--- src/rtl/unit_pkg.sv ---
// Shared types and helpers for the pair-swap learning cell: vote encoding,
// per-pair vote decode and the flip-counter width.
package unit_pkg;

    typedef enum logic [1:0] {
        VOTE_NONE = 2'd0,
        VOTE_KEEP = 2'd1,
        VOTE_FLIP = 2'd2
    } vote_t;

    localparam int FLIP_CNT_W = 16;

    // A pair votes only when its forward lanes differ; the error lanes decide flip vs keep.
    function automatic vote_t pair_vote(input logic fd, input logic bd);
        vote_t v;
        if (fd && bd) begin
            v = VOTE_FLIP;
        end else if (fd) begin
            v = VOTE_KEEP;
        end else begin
            v = VOTE_NONE;
        end
        return v;
    endfunction

endpackage

--- src/rtl/grad_accum_sat.sv ---
// Saturating signed vote accumulator for one control bit; raises trigger when a
// FLIP vote would carry the count to THRESH, and self-clears in that case.
module grad_accum_sat
    import unit_pkg::*;
#(
    parameter int ACC_W  = 4,
    parameter int THRESH = 3
) (
    input  logic  clk_in,
    input  logic  rst_n_in,
    input  logic  clr,
    input  logic  en,
    input  vote_t vote,
    output logic  trigger
);

    localparam logic signed [ACC_W-1:0] ACC_MIN  = {1'b1, {(ACC_W-1){1'b0}}};
    localparam logic signed [ACC_W-1:0] ACC_ONE  = {{(ACC_W-1){1'b0}}, 1'b1};
    localparam logic signed [ACC_W-1:0] ACC_TRIG = ACC_W'(THRESH - 1);

    if (THRESH < 1 || THRESH > (1 << (ACC_W - 1)) - 1) begin : g_thresh_chk
        $error("grad_accum_sat: THRESH outside 1 .. 2^(ACC_W-1)-1");
    end

    logic signed [ACC_W-1:0] r_acc;
    logic signed [ACC_W-1:0] w_acc_nxt;

    // Next accumulator value and threshold detection
    always_comb begin
        w_acc_nxt = r_acc;
        trigger   = 1'b0;
        if (clr) begin
            w_acc_nxt = '0;
        end else if (en) begin
            case (vote)
                VOTE_FLIP: begin
                    if (r_acc >= ACC_TRIG) begin
                        w_acc_nxt = '0;
                        trigger   = 1'b1;
                    end else begin
                        w_acc_nxt = r_acc + ACC_ONE;
                    end
                end
                VOTE_KEEP: begin
                    if (r_acc != ACC_MIN) begin
                        w_acc_nxt = r_acc - ACC_ONE;
                    end else begin
                        w_acc_nxt = r_acc;
                    end
                end
                default: w_acc_nxt = r_acc;
            endcase
        end else begin
            w_acc_nxt = r_acc;
        end
    end

    // Accumulator register
    always_ff @(posedge clk_in or negedge rst_n_in) begin
        if (!rst_n_in) begin
            r_acc <= '0;
        end else begin
            r_acc <= w_acc_nxt;
        end
    end

endmodule

--- src/rtl/unit_pairswap_n.sv ---
// Learned pair-swap cell: W lanes in W/2 pairs, each swapped or passed by a
// vote-trained control bit. Define UNIT_FLIP_COUNT_EN to add flip_count_out.
module unit_pairswap_n
    import unit_pkg::*;
#(
    parameter int               W         = 6,
    parameter int               ACC_W     = 4,
    parameter int               THRESH    = 3,
    parameter logic [W/2-1:0]   INIT_CTRL = '0
) (
    input  logic               clk_in,
    input  logic               rst_n_in,
    input  logic               fd_prop,
    input  logic               bk_prop,
    input  logic               learn_en,
    input  logic               seed_valid,
    input  logic [W/2-1:0]     seed_in,
    input  logic [W-1:0]       fin,
    input  logic [W-1:0]       bin,
    output logic [W/2-1:0]     control_out,
    output logic [W-1:0]       fout,
    output logic               fout_valid,
    output logic [W-1:0]       bout,
    output logic               bout_valid,
`ifdef UNIT_FLIP_COUNT_EN
    output logic [FLIP_CNT_W-1:0] flip_count_out,
`endif
    output logic [W/2-1:0]     flip_out
);

    localparam int NCTRL = W / 2;

    if ((W % 2) != 0 || W < 2) begin : g_width_chk
        $error("unit_pairswap_n: W must be even and >= 2");
    end

    logic [NCTRL-1:0] r_ctrl;
    logic [NCTRL-1:0] r_flip;
    logic [NCTRL-1:0] w_trig;
    logic [W-1:0]     w_new_fout;
    logic [W-1:0]     w_new_bout;
    logic [W-1:0]     r_fout;
    logic [W-1:0]     r_bout;
    logic             r_fout_valid;
    logic             r_bout_valid;
    logic             w_learn;

    assign w_learn = bk_prop & learn_en;

    // Lane gate on the pre-update control, shared by both directions
    always_comb begin
        w_new_fout = fin;
        w_new_bout = bin;
        for (int i = 0; i < NCTRL; i++) begin
            if (r_ctrl[i]) begin
                w_new_fout[2*i]   = fin[2*i+1];
                w_new_fout[2*i+1] = fin[2*i];
                w_new_bout[2*i]   = bin[2*i+1];
                w_new_bout[2*i+1] = bin[2*i];
            end else begin
                w_new_fout[2*i]   = fin[2*i];
                w_new_fout[2*i+1] = fin[2*i+1];
                w_new_bout[2*i]   = bin[2*i];
                w_new_bout[2*i+1] = bin[2*i+1];
            end
        end
    end

    for (genvar g = 0; g < NCTRL; g++) begin : g_pair
        vote_t w_vote;
        assign w_vote = pair_vote(fin[2*g] ^ fin[2*g+1], bin[2*g] ^ bin[2*g+1]);

        grad_accum_sat #(
            .ACC_W  (ACC_W),
            .THRESH (THRESH)
        ) u_acc (
            .clk_in   (clk_in),
            .rst_n_in (rst_n_in),
            .clr      (seed_valid),
            .en       (w_learn),
            .vote     (w_vote),
            .trigger  (w_trig[g])
        );
    end

    // Forward and backward output registers
    always_ff @(posedge clk_in or negedge rst_n_in) begin
        if (!rst_n_in) begin
            r_fout       <= '0;
            r_fout_valid <= 1'b0;
            r_bout       <= '0;
            r_bout_valid <= 1'b0;
        end else begin
            if (fd_prop) begin
                r_fout       <= w_new_fout;
                r_fout_valid <= 1'b1;
            end else begin
                r_fout_valid <= 1'b0;
            end
            if (bk_prop) begin
                r_bout       <= w_new_bout;
                r_bout_valid <= 1'b1;
            end else begin
                r_bout_valid <= 1'b0;
            end
        end
    end

    // Control register; a seed load overrides any same-cycle toggle
    always_ff @(posedge clk_in or negedge rst_n_in) begin
        if (!rst_n_in) begin
            r_ctrl <= INIT_CTRL;
            r_flip <= '0;
        end else if (seed_valid) begin
            r_ctrl <= seed_in;
            r_flip <= '0;
        end else begin
            r_ctrl <= r_ctrl ^ w_trig;
            r_flip <= w_trig;
        end
    end

`ifdef UNIT_FLIP_COUNT_EN
    logic [FLIP_CNT_W-1:0] r_flip_cnt;
    logic [FLIP_CNT_W:0]   w_cnt_sum;

    function automatic logic [FLIP_CNT_W-1:0] popcount(input logic [NCTRL-1:0] v);
        logic [FLIP_CNT_W-1:0] c;
        c = '0;
        for (int i = 0; i < NCTRL; i++) begin
            c = c + {{(FLIP_CNT_W-1){1'b0}}, v[i]};
        end
        return c;
    endfunction

    assign w_cnt_sum = {1'b0, r_flip_cnt} + {1'b0, popcount(r_flip)};

    // Saturating total-toggle counter
    always_ff @(posedge clk_in or negedge rst_n_in) begin
        if (!rst_n_in) begin
            r_flip_cnt <= '0;
        end else if (seed_valid) begin
            r_flip_cnt <= '0;
        end else if (w_cnt_sum[FLIP_CNT_W]) begin
            r_flip_cnt <= '1;
        end else begin
            r_flip_cnt <= w_cnt_sum[FLIP_CNT_W-1:0];
        end
    end

    assign flip_count_out = r_flip_cnt;
`endif

    assign control_out = r_ctrl;
    assign fout        = r_fout;
    assign fout_valid  = r_fout_valid;
    assign bout        = r_bout;
    assign bout_valid  = r_bout_valid;
    assign flip_out    = r_flip;

endmodule

--- config.mk ---
export PLATFORM = sky130hd
export DESIGN_NAME = unit_pairswap_n
export DESIGN_NICKNAME = d
export VERILOG_FILES = /design/src/rtl/unit_pkg.sv /design/src/rtl/grad_accum_sat.sv /design/src/rtl/unit_pairswap_n.sv
export SDC_FILE = /design/constraint.sdc
export NUM_CORES = 1
export LEC_CHECK = 0
export CORE_MARGIN = 1
export CORE_UTILIZATION = 45
export DETAILED_ROUTE_END_ITERATION = 10
export GPL_TIMING_DRIVEN = 0
export PLACE_DENSITY = 0.68
export SYNTH_ARGS = -nofsm -noshare
export SYNTH_HDL_FRONTEND = slang
export SYNTH_SLANG_ARGS = --single-unit
--- constraint.sdc ---
create_clock -name clk_in -period 2.5 [get_ports clk_in]
set_input_delay 0.375 -clock clk_in [delete_from_list [all_inputs] [get_ports clk_in]]
set_output_delay 0.375 -clock clk_in [all_outputs]
set_load 0.01 [all_outputs]
==> results of run 1 <==
-- metal layers --
layer  up-vias  global-route usage (%)  share of wire (%)
met4         0                    6.38                1.4
met5         -                       0                  0
met2        40                    30.3                 43
met1       688                    26.2                 49
met3         6                    7.19                7.4
li1        771                       -                  -
-- power by group through the flow --
stage | logic, mW | clock network (mW) | registers (mW)
2_1_floorplan | 0.198 | 0 | 0.634
6_report | 0.361 | 0.491 | 0.618
4_1_cts | 0.364 | 0.505 | 0.619
3_3_place_gp | 0.359 | 0 | 0.627
3_5_place_dp | 0.363 | 0 | 0.626
5_1_grt | 0.398 | 0.520 | 0.627
-- critical path: cells and delay by family --
family / cells / cell delay, ns
AO/OA/AOI/OAI: 2 / 0.80
buffers and inverters: 1 / 0.45
XOR/XNOR: 1 / 0.36
AND/OR/NAND/NOR: 2 / 0.30
-- state kept, by name (all words and copies together) (netlist names) --
name,flops
fout,6
flip_out,3
fout_valid,1
bout_valid,1
control_out,3
g_pair.u_acc.r_acc,12
bout,6
-- final cells by class --
class / instances / area (µm²) / share of cell area [%]
clock buffers: 6 / 72.6 / 2.96
plain buffers: 7 / 38.8 / 1.58
multi-input cells: 146 / 1030 / 42.1
well taps: 50 / 62.6 / 2.55
inverters: 7 / 26.3 / 1.07
repair buffers: 39 / 385 / 15.7
clock inverters: 2 / 35.0 / 1.43
flip-flops and latches: 32 / 801 / 32.6
-- per-stage QoR --
step | hold slack, ns | total power [mW]
global route | 0.202 | 1.55
floorplan | 0.0794 | 0.832
CTS | 0.172 | 1.49
detailed placement | 0.483 | 0.989
finish | 0.138 | 1.47
global placement | 0.505 | 0.986
-- kinds of logic after synthesis --
logic type                 after synthesis
buffers and inverters                   14
and+or+nand+nor                         58
AOI/OAI and AO/OA                       48
muxes                                   16
adders and majority gates               12
xor gates and xnor gates                12
DFF                                     32
-- layout by cell type, fill, tap and decap left out, types with 3 or more instances in the layout --
| master | count |
|---|---|
| xnor2_1 | 7 |
| nor2_1 | 21 |
| ha_1 | 12 |
| clkdlybuf4s50_1 | 38 |
| o21ai_0 | 11 |
| clkbuf_8 | 5 |
| dfrtp_1 | 32 |
| mux2i_1 | 15 |
| inv_1 | 7 |
| clkbuf_1 | 6 |
| a31oi_1 | 5 |
| a21oi_1 | 16 |
| xor2_1 | 3 |
| nand2_1 | 15 |
| nor3_1 | 7 |
-- worst paths after layout --
kind / depth (start not counted) / start / end / slack (ns)
setup / recovery: 6 / fin[1] / g_pair[0].u_acc.r_acc[2] / 0.38
hold / removal: 1 / rst_n_in / g_pair[1].u_acc.r_acc[1] / 0.14
setup reg to reg: 7 / g_pair[1].u_acc.r_acc[1] / g_pair[1].u_acc.r_acc[2] / 0.45
hold reg to reg: 1 / g_pair[2].u_acc.r_acc[3] / g_pair[2].u_acc.r_acc[3] / 0.52
max in group asynchronous: 1 / rst_n_in / g_pair[2].u_acc.r_acc[2] / 1.89
min in group clk_in: 2 / seed_valid / g_pair[1].u_acc.r_acc[2] / 0.32
==> run_results.csv, run 1 <==
group,metric,value,unit
status,run_status,"finished clean",
sta,fin_skew,0.00781,ns
setup_path,crit_fanout,5,
floorplan,io_pins,41,
route,postRouteWirelength,4000,µm
synthesis,synthAdderAreaFrac,7.91,%
power,p_sw_share,28.7,%
clock_network,insertion_delay,0.28,ns
route,post_drt_wl_per_cell,13.8,µm
min_path,hold_class,"input pin to asynchronous set/reset pin",
synthesis,syn_area_per_cell,9.89,µm²
synthesis,postSynth.asyncResetShare,100,%
job,maxCapViolCount,0,
setup_path,crit_type,"input pin to flop",
clock_network,cts_buffers,5,
route,viasPerCell,5.21,
setup_path,setup.worst_path.end_class,"flop",
finish,fin_nets,271,
sta,period_needed,2.12,ns
sta,fin_tns_setup,0,ns
route,drc,0,
synthesis,synth_xor_area_share,6.33,%
global_route,antenna_found_initial,0,
floorplan,die_h,66.9,µm
setup_path,path_cells,"clkdlybuf4s50_1 -> xnor2_1 -> nor2_1 -> o311ai_0 -> nor2_1 -> a2bb2oi_1",
placed_design,dp_slack,0.0675,ns
sta,drv_slew,0,
setup_path,slowest_delay,0.65,ns
sta,setup_slack,0.383,ns
floorplan,coreArea,0.00403,mm²
power,p_sw,0.422,mW
synthesis,synth_top_family_by_area,"compound AO/OA/AOI/OAI gates",
synthesis,synth_compound_area_share,16.7,%
synthesis,yosysWarnings,0,
clock_network,hold_buffers,0,
finish,n_fill_cell,379,
global_route,grt_pass1_vias,1400,
finish,final_cells,289,
clock_network,clk_pin_slew,0.07,ns
clock_network,cts_resized,0,
floorplan,die_width,66.9,µm
placed_design,dp_hpwl,2930,µm
sta,slew-limit-headroom,46.2,%
route,num_vias,1505,
placed_design,post_dp_cell_area,0.00235,mm²
synthesis,synth_edf_count,0,
finish,stdcell_area,0.00245,mm²
synthesis,yosysTopAreaCellShare,42.2,%
synthesis,synthSimpleGateAreaFrac,14.8,%
placed_design,place_inst,281,
route,dr.pass1.iters,4,
global_route,grt_pass1_wl,6470,µm
clock_network,cts_tree,"built",
setup_path,cp.required,2.68,ns
finish,fin_util,60.9,%
finish,num_antenna_cells,0,
synthesis,synth_top_area_cell,"dfrtp_1",
route,drtIter0Drc,62,
floorplan,start_util,47.1,%
setup_path,crit_path_start_kind,"input pin",
clock_network,ctsRootBufferMaster,"clkbuf_8",
power,seqPwrFrac,42.1,%
global_route,grt_max_degree,33,
sta,rsz0062_at_grt,"false",
sta,hold_viol_final,0,
synthesis,synth_area_leaders,"dfrtp_1 42%, ha_1 7.9%, mux2i_1 7.9%",
synthesis,synth_mux_area_share,8.70,%
power,power.leakage,1.04,nW
synthesis,synthCells,192,
global_route,grt.total_usage,20.0,%
setup_path,path_common_cell,"nor2_1",
power,power_density,599,mW/mm²
synthesis,synthDistinctLibCells,43,
finish,drive_gt1_share,7.11,%
synthesis,synth_common_cells,"32 x dfrtp_1, 21 x nor2_1, 16 x a21oi_1",
synthesis,synthesis.area,0.00190,mm²
power,clkPwrFrac,33.4,%
floorplan,placementRows,23,
clock_network,numClockSinks,32,
setup_path,crit_slowest_cell,"o311ai_0",
clock_network,htree_levels,2,
clock_network,cts_buffer_depth,2,
sta,max_freq,0.472,GHz
synthesis,synth-main-ff-cell,"dfrtp_1",
sta,finalCritPeriodShare,84.7,%
power,max-vdd-ir-drop,0.000332,V
synthesis,synth_nets,225,
synthesis,synth_most_common_cell,"dfrtp_1",
synthesis,yosysSeqAreaShare,42.2,%
placed_design,port_buffers,39,
power,p_comb_share,24.5,%
sta,worstMarginPinSlew,0.794,ns
sta,setup_viol,0,
synthesis,ys_seq_elements,32,
clock_network,cts_setup_buffers,0,
route,ant_nets,0,
power,p_int,1.05,mW
finish,synthToLayoutAreaGrowth,29.3,%
placed_design,gp_congestion,0.796,
setup_path,cp.arrival,2.29,ns
floorplan,dieArea,0.00448,mm²
global_route,gr-total-overflow,0,
No activity file was read; power rests on OpenSTA's default activity.
==> run 2: changes to the inputs <==
clock period = 2 ns   (was 2.5 ns; I/O delays follow)
==> run 2 against run 1 <==
Against the previous run:
- sequential share of layout area shrank 0.30 points
- combinational power grew 27%
- final cell count is the same
- routed wire length grew 0.25%
- worst hold slack lost 0.077 ns
- clock power grew 25%
- register-to-register slack lost 0.29 ns
- non-clock buffer count is the same
- critical endpoint is now g_pair[2].u_acc.r_acc[3]
- largest cell class unchanged
==> run_results.csv, run 2 (synthesis gave the netlist of run 1 again) <==
group,metric,value,unit
status,run_status,"finished clean",
setup_path,setup.worst_path.end_class,"flop",
global_route,gr-total-overflow,0,
clock_network,numClockSinks,32,
clock_network,insertion_delay,0.28,ns
sta,drv_slew,0,
route,num_vias,1507,
placed_design,place_inst,281,
setup_path,cp.required,2.20,ns
route,drtIter0Drc,59,
floorplan,die_h,66.9,µm
setup_path,crit_path_start_kind,"input pin",
clock_network,cts_buffer_depth,2,
floorplan,io_pins,41,
route,post_drt_wl_per_cell,13.9,µm
sta,fin_skew,0.00832,ns
setup_path,path_cells,"clkdlybuf4s50_1 -> xor2_2 -> nand2b_2 -> a211oi_2 -> a21bo_1 -> mux2i_1",
setup_path,crit_fanout,6,
clock_network,cts_buffers,5,
floorplan,coreArea,0.00403,mm²
job,maxCapViolCount,0,
placed_design,dp_slack,-0.357,ns
floorplan,dieArea,0.00448,mm²
setup_path,crit_slowest_cell,"clkdlybuf4s50_1",
route,ant_nets,0,
global_route,antenna_found_initial,0,
setup_path,slowest_delay,0.49,ns
finish,max_flop_register,"g_pair.u_acc.r_acc",
route,drc,0,
placed_design,dp_hpwl,2930,µm
sta,period_needed,1.87,ns
global_route,grt_pass1_vias,1406,
finish,num_antenna_cells,0,
finish,fin_nets,271,
sta,setup_slack,0.134,ns
setup_path,cp.arrival,2.07,ns
global_route,grt_max_degree,33,
placed_design,port_buffers,39,
sta,finalCritPeriodShare,93.3,%
sta,hold_viol_final,0,
power,power.leakage,1.04,nW
sta,max_freq,0.536,GHz
clock_network,cts_setup_buffers,0,
power,max-vdd-ir-drop,0.000417,V
placed_design,gp_congestion,0.796,
route,viasPerCell,5.21,
sta,rsz0062_at_grt,"false",
finish,synthToLayoutAreaGrowth,30.5,%
finish,largest_register_ffs,12,
finish,drive_gt1_share,8.37,%
route,dr.pass1.iters,4,
clock_network,clk_pin_slew,0.07,ns
finish,final_cells,289,
clock_network,cts_tree,"built",
clock_network,ctsRootBufferMaster,"clkbuf_8",
setup_path,worstRegToRegCells,7,
clock_network,hold_buffers,0,
sta,setup_viol,0,
route,postRouteWirelength,4010,µm
sta,slew-limit-headroom,52.4,%
setup_path,reg2reg_to,"g_pair[1].u_acc.r_acc[2]",
global_route,grt.total_usage,20.1,%
sta,worstMarginPinSlew,0.714,ns
floorplan,placementRows,23,
floorplan,start_util,47.1,%
finish,layout_commonest_cell,"clkdlybuf4s50_1",
min_path,hold_class,"input pin to asynchronous set/reset pin",
power,power_density,745,mW/mm²
global_route,grt_pass1_wl,6500,µm
finish,final_cell_mix,"38 x clkdlybuf4s50_1, 32 x dfrtp_1, 21 x nor2_1",
setup_path,path_buf_inv,1,
clock_network,htree_levels,2,
finish,n_fill_cell,374,
setup_path,cp_top_family,"compound AO/OA/AOI/OAI gates",
setup_path,crit_type,"input pin to flop",
setup_path,r2r_slack,0.16,ns
setup_path,rr_startpoint,"g_pair[1].u_acc.r_acc[0]",
floorplan,die_width,66.9,µm
-- run 2: changes by cell type in the layout (fill, tap and decap cells not counted) --
cell / change
o311ai_1: -1
o311ai_0: -1
xor2_1: -1
xor2_2: +1
o311ai_2: +2
-- run 2: cell type report --
type	instances	area, µm²	share of cell area, %
Clock buffer	6	72.6	2.93
Inverter	7	26.3	1.06
Clock inverter	2	35.0	1.41
Sequential cell	32	801	32.3
Timing Repair Buffer	39	385	15.6
Tap cell	50	62.6	2.53
Buffer	7	38.8	1.57
Multi-Input combinational cell	146	1050	42.6
-- run 2: layer usage --
| layer | vias up | wire length [µm] | global-route usage (%) |
|---|---|---|---|
| li1 | 770 | - | - |
| met1 | 695 | 1940 | 26.2 |
| met2 | 36 | 1730 | 30.7 |
| met3 | 6 | 285 | 7.19 |
| met4 | 0 | 55 | 6.38 |
| met5 | - | 0 | 0 |
-- run 2: worst max-delay path by stage --
stage	from	to	slack (ns)	depth (start not counted)
floorplan	g_pair[1].u_acc.r_acc[0]	g_pair[1].u_acc.r_acc[2]	0.25	7
global placement	fin[1]	g_pair[0].u_acc.r_acc[2]	-0.38	6
detailed placement	fin[1]	g_pair[0].u_acc.r_acc[2]	-0.36	6
CTS	bin[4]	g_pair[2].u_acc.r_acc[2]	0.09	6
global route	bin[5]	g_pair[2].u_acc.r_acc[2]	0.04	6
finish	bin[5]	g_pair[2].u_acc.r_acc[3]	0.13	6
-- run 2: what timing repair did --
item / 4_1_cts / 5_1_grt
gates resized for setup: 2 / 2
gates cloned: 0 / 0
setup endpoints to repair: 3 / 3
pin swaps: 0 / 0
-- run 2: through the flow --
step	area [µm²]	hold slack [ns]	utilization (%)	power, mW	TNS, ns
floorplan	1900	0.00441	-	1.04	0
global placement	2350	0.505	58.4	1.23	-4.16
detailed placement	2350	0.408	58.2	1.24	-2.14
CTS	2460	0.0970	61.1	1.86	0
global route	2480	0.127	61.5	1.94	0
finish	2480	0.0614	61.5	1.85	0
-- run 2: power breakdown --
group	total, mW	switching [mW]	internal, mW
combinational	0.458	0.228	0.230
clock	0.615	0.245	0.370
sequential	0.773	0.0609	0.712
total	1.85	0.534	1.31
==> RTL change 1: new RTL, flow settings as in run 1 <==
Set the parameter `W` to 12 (it was 6).
--- a/src/rtl/unit_pairswap_n.sv
+++ b/src/rtl/unit_pairswap_n.sv
@@ -5,3 +5,3 @@
 #(
-    parameter int               W         = 6,
+    parameter int               W         = 12,
     parameter int               ACC_W     = 4,
Ports: changed (7 resized); port bits go from 41 to 74. No check against the original RTL was run, so the function may have changed too.
==> RTL change 1 against run 1 <==
- via count up 140%
- worst setup slack worse by 0.050 ns
- routed wire length rose to 2.6 times the old value
- area after synthesis up 110%
- design area up 100%
- critical path depth down 1
- sequential cell count up 30
- power up 91%
==> RTL change 1: results (changes against run 1) <==
[cells_and_area]
seq-cell-share_pct = 31.1  ; -1.5 points
multi_input_area_um2 = 2220  ; +120%
largest_reg_flops = 24  ; +12
drive_above_1_share_pct = 6.73  ; -0.38 points
nFillCells = 723  ; +91%
signal_buffer_area_fraction_pct = 16.2  ; -1.0 points
nMultiInputCombCells = 316  ; +120%
n_all_inverters = 18  ; +11
fin_nets = 560  ; +110%
area_growth_pct = 27.1
buffers = 93  ; +100%
clkCellAreaFrac_pct = 4.04  ; -0.34 points

[logic_synthesis]
synth_fa_ha_area_share_pct = 7.66  ; -0.25 points
synthCells = 416  ; +120%
syn_nets = 476  ; +110%
seq_area_frac_synth_pct = 39.6  ; -2.6 points
ys_types = 45  ; +4.7%
synth_xor_area_share_pct = 6.16  ; -0.17 points
synth_common_cells = 62 x dfrtp_1, 43 x nor2_1, 29 x a21oi_1
synth_compound_area_share_pct = 19.8  ; +3.1 points

[worst_setup_path]
slowest_delay_ns = 0.62  ; -0.03 ns
cp-startpoint = seed_valid
rrSetupSlack_ns = 0.66  ; +0.21 ns
cp_top_family = buffers and inverters
worst_ep_arrival_time_ns = 2.37  ; +0.08 ns
rr_worst_depth = 6  ; -1
crit_path_end = g_pair[5].u_acc.r_acc[3]$_DFFE_PN0P_
crit_path_top_delay_cell = clkdlybuf4s50_1

[power_and_ir_drop]
vdd_drop_max_v = 0.000313  ; -5.9%
p_leak_nw = 1.99  ; +91%
p_switching_w = 0.000866  ; +110%

[placement]
placed_cells = 594  ; +110%
dp_hpwl_mm = 7.39  ; +150%
postPlaceCellArea_um2 = 4780  ; +100%
gp_congestion = 0.878  ; +10%
numPortBuffers = 73  ; +87%

[global_route]
grtUsageMet3_pct = 3.91  ; -3.3 points
grt_max_degree = 63  ; +91%
grt_first_pass_wirelength_mm = 17.0  ; +160%
grt_pass1_vias = 3415  ; +140%
met1_usage_pct = 32.6  ; +6.4 points
met2_usage_pct = 40.7  ; +10 points

[cts]
h-tree-depth = 3  ; +1
clock_latency_ns = 0.35  ; +0.07 ns
cts.sinks = 62  ; +94%
cts-buffers-inserted = 9  ; +4

[detailed_routing]
met2WireLength_mm = 4.95  ; +190%
wl_met1_mm = 4.82  ; +150%
wl_met3_um = 583  ; +98%
firstDrtPassIters = 5  ; +1

[run_status]
status = finished clean

[timing]
fmax_mhz = 462  ; -2.3%
skew_ns = 0.00806  ; +0.000253 ns

## RTL change 1: cell count changes in the layout (fill, tap and decap cells not counted), sizes merged, moves of 8 or more
cell / run 1 / this run
xor2: 5 / 13
nand3: 0 / 24
nor2: 21 / 43
clkbuf: 11 / 29
ha: 12 / 24
clkdlybuf4s50: 38 / 72
dfrtp: 32 / 62
inv: 7 / 18
a21oi: 17 / 29
mux2i: 15 / 24
## RTL change 1: power groups by stage
| stage | combinational [W] | clock (W) | sequential (W) |
|---|---|---|---|
| 6_report | 0.000733 | 0.000919 | 0.00115 |
| 5_1_grt | 0.000808 | 0.000964 | 0.00117 |
| 3_3_place_gp | 0.000715 | 0 | 0.00117 |
| 4_1_cts | 0.000733 | 0.000928 | 0.00115 |
| 3_5_place_dp | 0.000728 | 0 | 0.00117 |
| 2_1_floorplan | 0.000382 | 0 | 0.00119 |
==> RTL change 2: new RTL, config.mk and constraints of run 1 <==
Without the edit above. Put one more register stage on the output `bout`, cleared by the reset. The value now appears one clock later. The other outputs are not delayed to match.
--- a/src/rtl/unit_pairswap_n.sv
+++ b/src/rtl/unit_pairswap_n.sv
@@ -156,3 +156,9 @@
     assign fout_valid  = r_fout_valid;
-    assign bout        = r_bout;
+    always_ff @(posedge clk_in or negedge rst_n_in) begin
+        if (!rst_n_in) begin
+            bout <= '0;
+        end else begin
+            bout <= r_bout;
+        end
+    end
     assign bout_valid  = r_bout_valid;
Check against the original RTL: not equivalent (a bounded check fails within 4 cycles, from zero or initial values and one cycle with rst_n_in low).
==> RTL change 2 against run 1 <==
- first-iteration DRC count is 140% higher
- area after synthesis rose by 16%
- power grew 6.5%
- worst setup slack improved by 0.23 ns
- design area increased by 13%
- clock power decreased by 9.8%
- sequential cell count up 6
- routed wire length is 16% higher
- hold slack improved by 0.034 ns
- cell count is 15% higher
==> RTL change 2: results (changes against run 1) <==
[run_status]
status = finished clean

[logic_synthesis]
avgSynthCellArea_um2 = 10.1  ; +2.4%
synth_compound_area_share_pct = 19.1  ; +2.4 points
synth_xor_area_share_pct = 6.61  ; +0.28 points
synth_common_cells = 38 x dfrtp_1, 18 x nor2_1, 15 x a21oi_1, 15 x nand2_1
seq_area_frac_synth_pct = 43.3  ; +1.1 points
synth_fa_ha_area_share_pct = 6.83  ; -1.1 points
syn_nets = 250  ; +11%

[cells_and_area]
drive_above_1_share_pct = 7.20  ; +0.084 points
area_growth_pct = 25.7
fin_nets = 296  ; +9.2%
instances_no_fill = 331  ; +15%

[global_route]
met2_usage_pct = 33.0  ; +2.7 points
grt_first_pass_wirelength_mm = 7.89  ; +22%
grtUsageMet3_pct = 4.64  ; -2.6 points
met1_usage_pct = 25.6  ; -0.59 points
grt_usage_pct = 20.0  ; -0.026 points

[worst_setup_path]
rr_worst_depth = 6  ; -1
cp-startpoint = bk_prop
path_max_fanout = 7  ; +2
rrSetupSlack_ns = 0.67  ; +0.22 ns
crit_path_end = g_pair[0].u_acc.r_acc[0]$_DFFE_PN0P_
r2r_start = g_pair[1].u_acc.r_acc[0]$_DFFE_PN0P_
worst_ep_arrival_time_ns = 2.11  ; -0.18 ns
r2r_end = control_out[1]$_DFF_PN0_

[placement]
placed_cells = 323  ; +15%
dp_hpwl_mm = 3.47  ; +19%
gp_congestion = 0.900  ; +13%

[power_and_ir_drop]
power_density_nw_per_um2 = 567  ; -5.4%
vdd_drop_max_v = 0.000416  ; +25%
pwr-share-clk_pct = 28.3  ; -5.1 points
p_sw_share_pct = 30.6  ; +1.9 points

[detailed_routing]
drt-total-wl_mm = 4.64  ; +16%
drt_iter0_drc = 146  ; +140%

==> RTL change 2: cell types whose count changed after synthesis, sizes merged, moves of 4 or more <==
cell / run 1 / this run
inv: 7 / 11
nand3: 0 / 8
dfrtp: 32 / 38
o21ai: 11 / 6
and2: 1 / 6
==> RTL change 2: logic make-up after synthesis <==
kind of cell | after synthesis
compound gates | 54
xor+xnor | 14
fa+ha+maj | 12
buf+inv | 19
flops | 38
mux | 13
simple gates | 67
==> RTL change 2: critical path, stage by stage <==
cell,delay (ns)
clkdlybuf4s50_1,0.63
nand3b_1,0.29
a311oi_1,0.43
and2_1,0.22
mux2_2,0.15
==> RTL change 2: worst min-delay path by stage <==
| stage | endpoint | start | depth (start not counted) | slack, ns |
|---|---|---|---|---|
| finish | g_pair[2].u_acc.r_acc[2]$_DFFE_PN0P_ | rst_n_in | 1 | 0.17 |
| global route | g_pair[2].u_acc.r_acc[0]$_DFFE_PN0P_ | rst_n_in | 1 | 0.26 |
| CTS | g_pair[2].u_acc.r_acc[0]$_DFFE_PN0P_ | rst_n_in | 1 | 0.21 |
| detailed placement | bout[4]$_DFF_PN0_ | r_bout[4]$_DFFE_PN0P_ | 0 | 0.36 |
| global placement | bout[4]$_DFF_PN0_ | r_bout[4]$_DFFE_PN0P_ | 0 | 0.36 |
| floorplan | bout[0]$_DFF_PN0_ | rst_n_in | 0 | 0.08 |
==> RTL change 2: cell type report <==
type,count,share of cell area (%)
multi-input combinational,160,42.4
sequential,38,34.4
timing repair buffer,39,14.0
tap,67,3.04
clock buffer,6,2.99
inverter,11,1.50
buffer,8,1.22
clock inverter,2,0.453
==> RTL change 2: metal layers <==
layer	part of all wire, %	wire length, um
met4	1.3	61
met5	0	0
met1	48	2240
met3	4.7	220
met2	46	2120
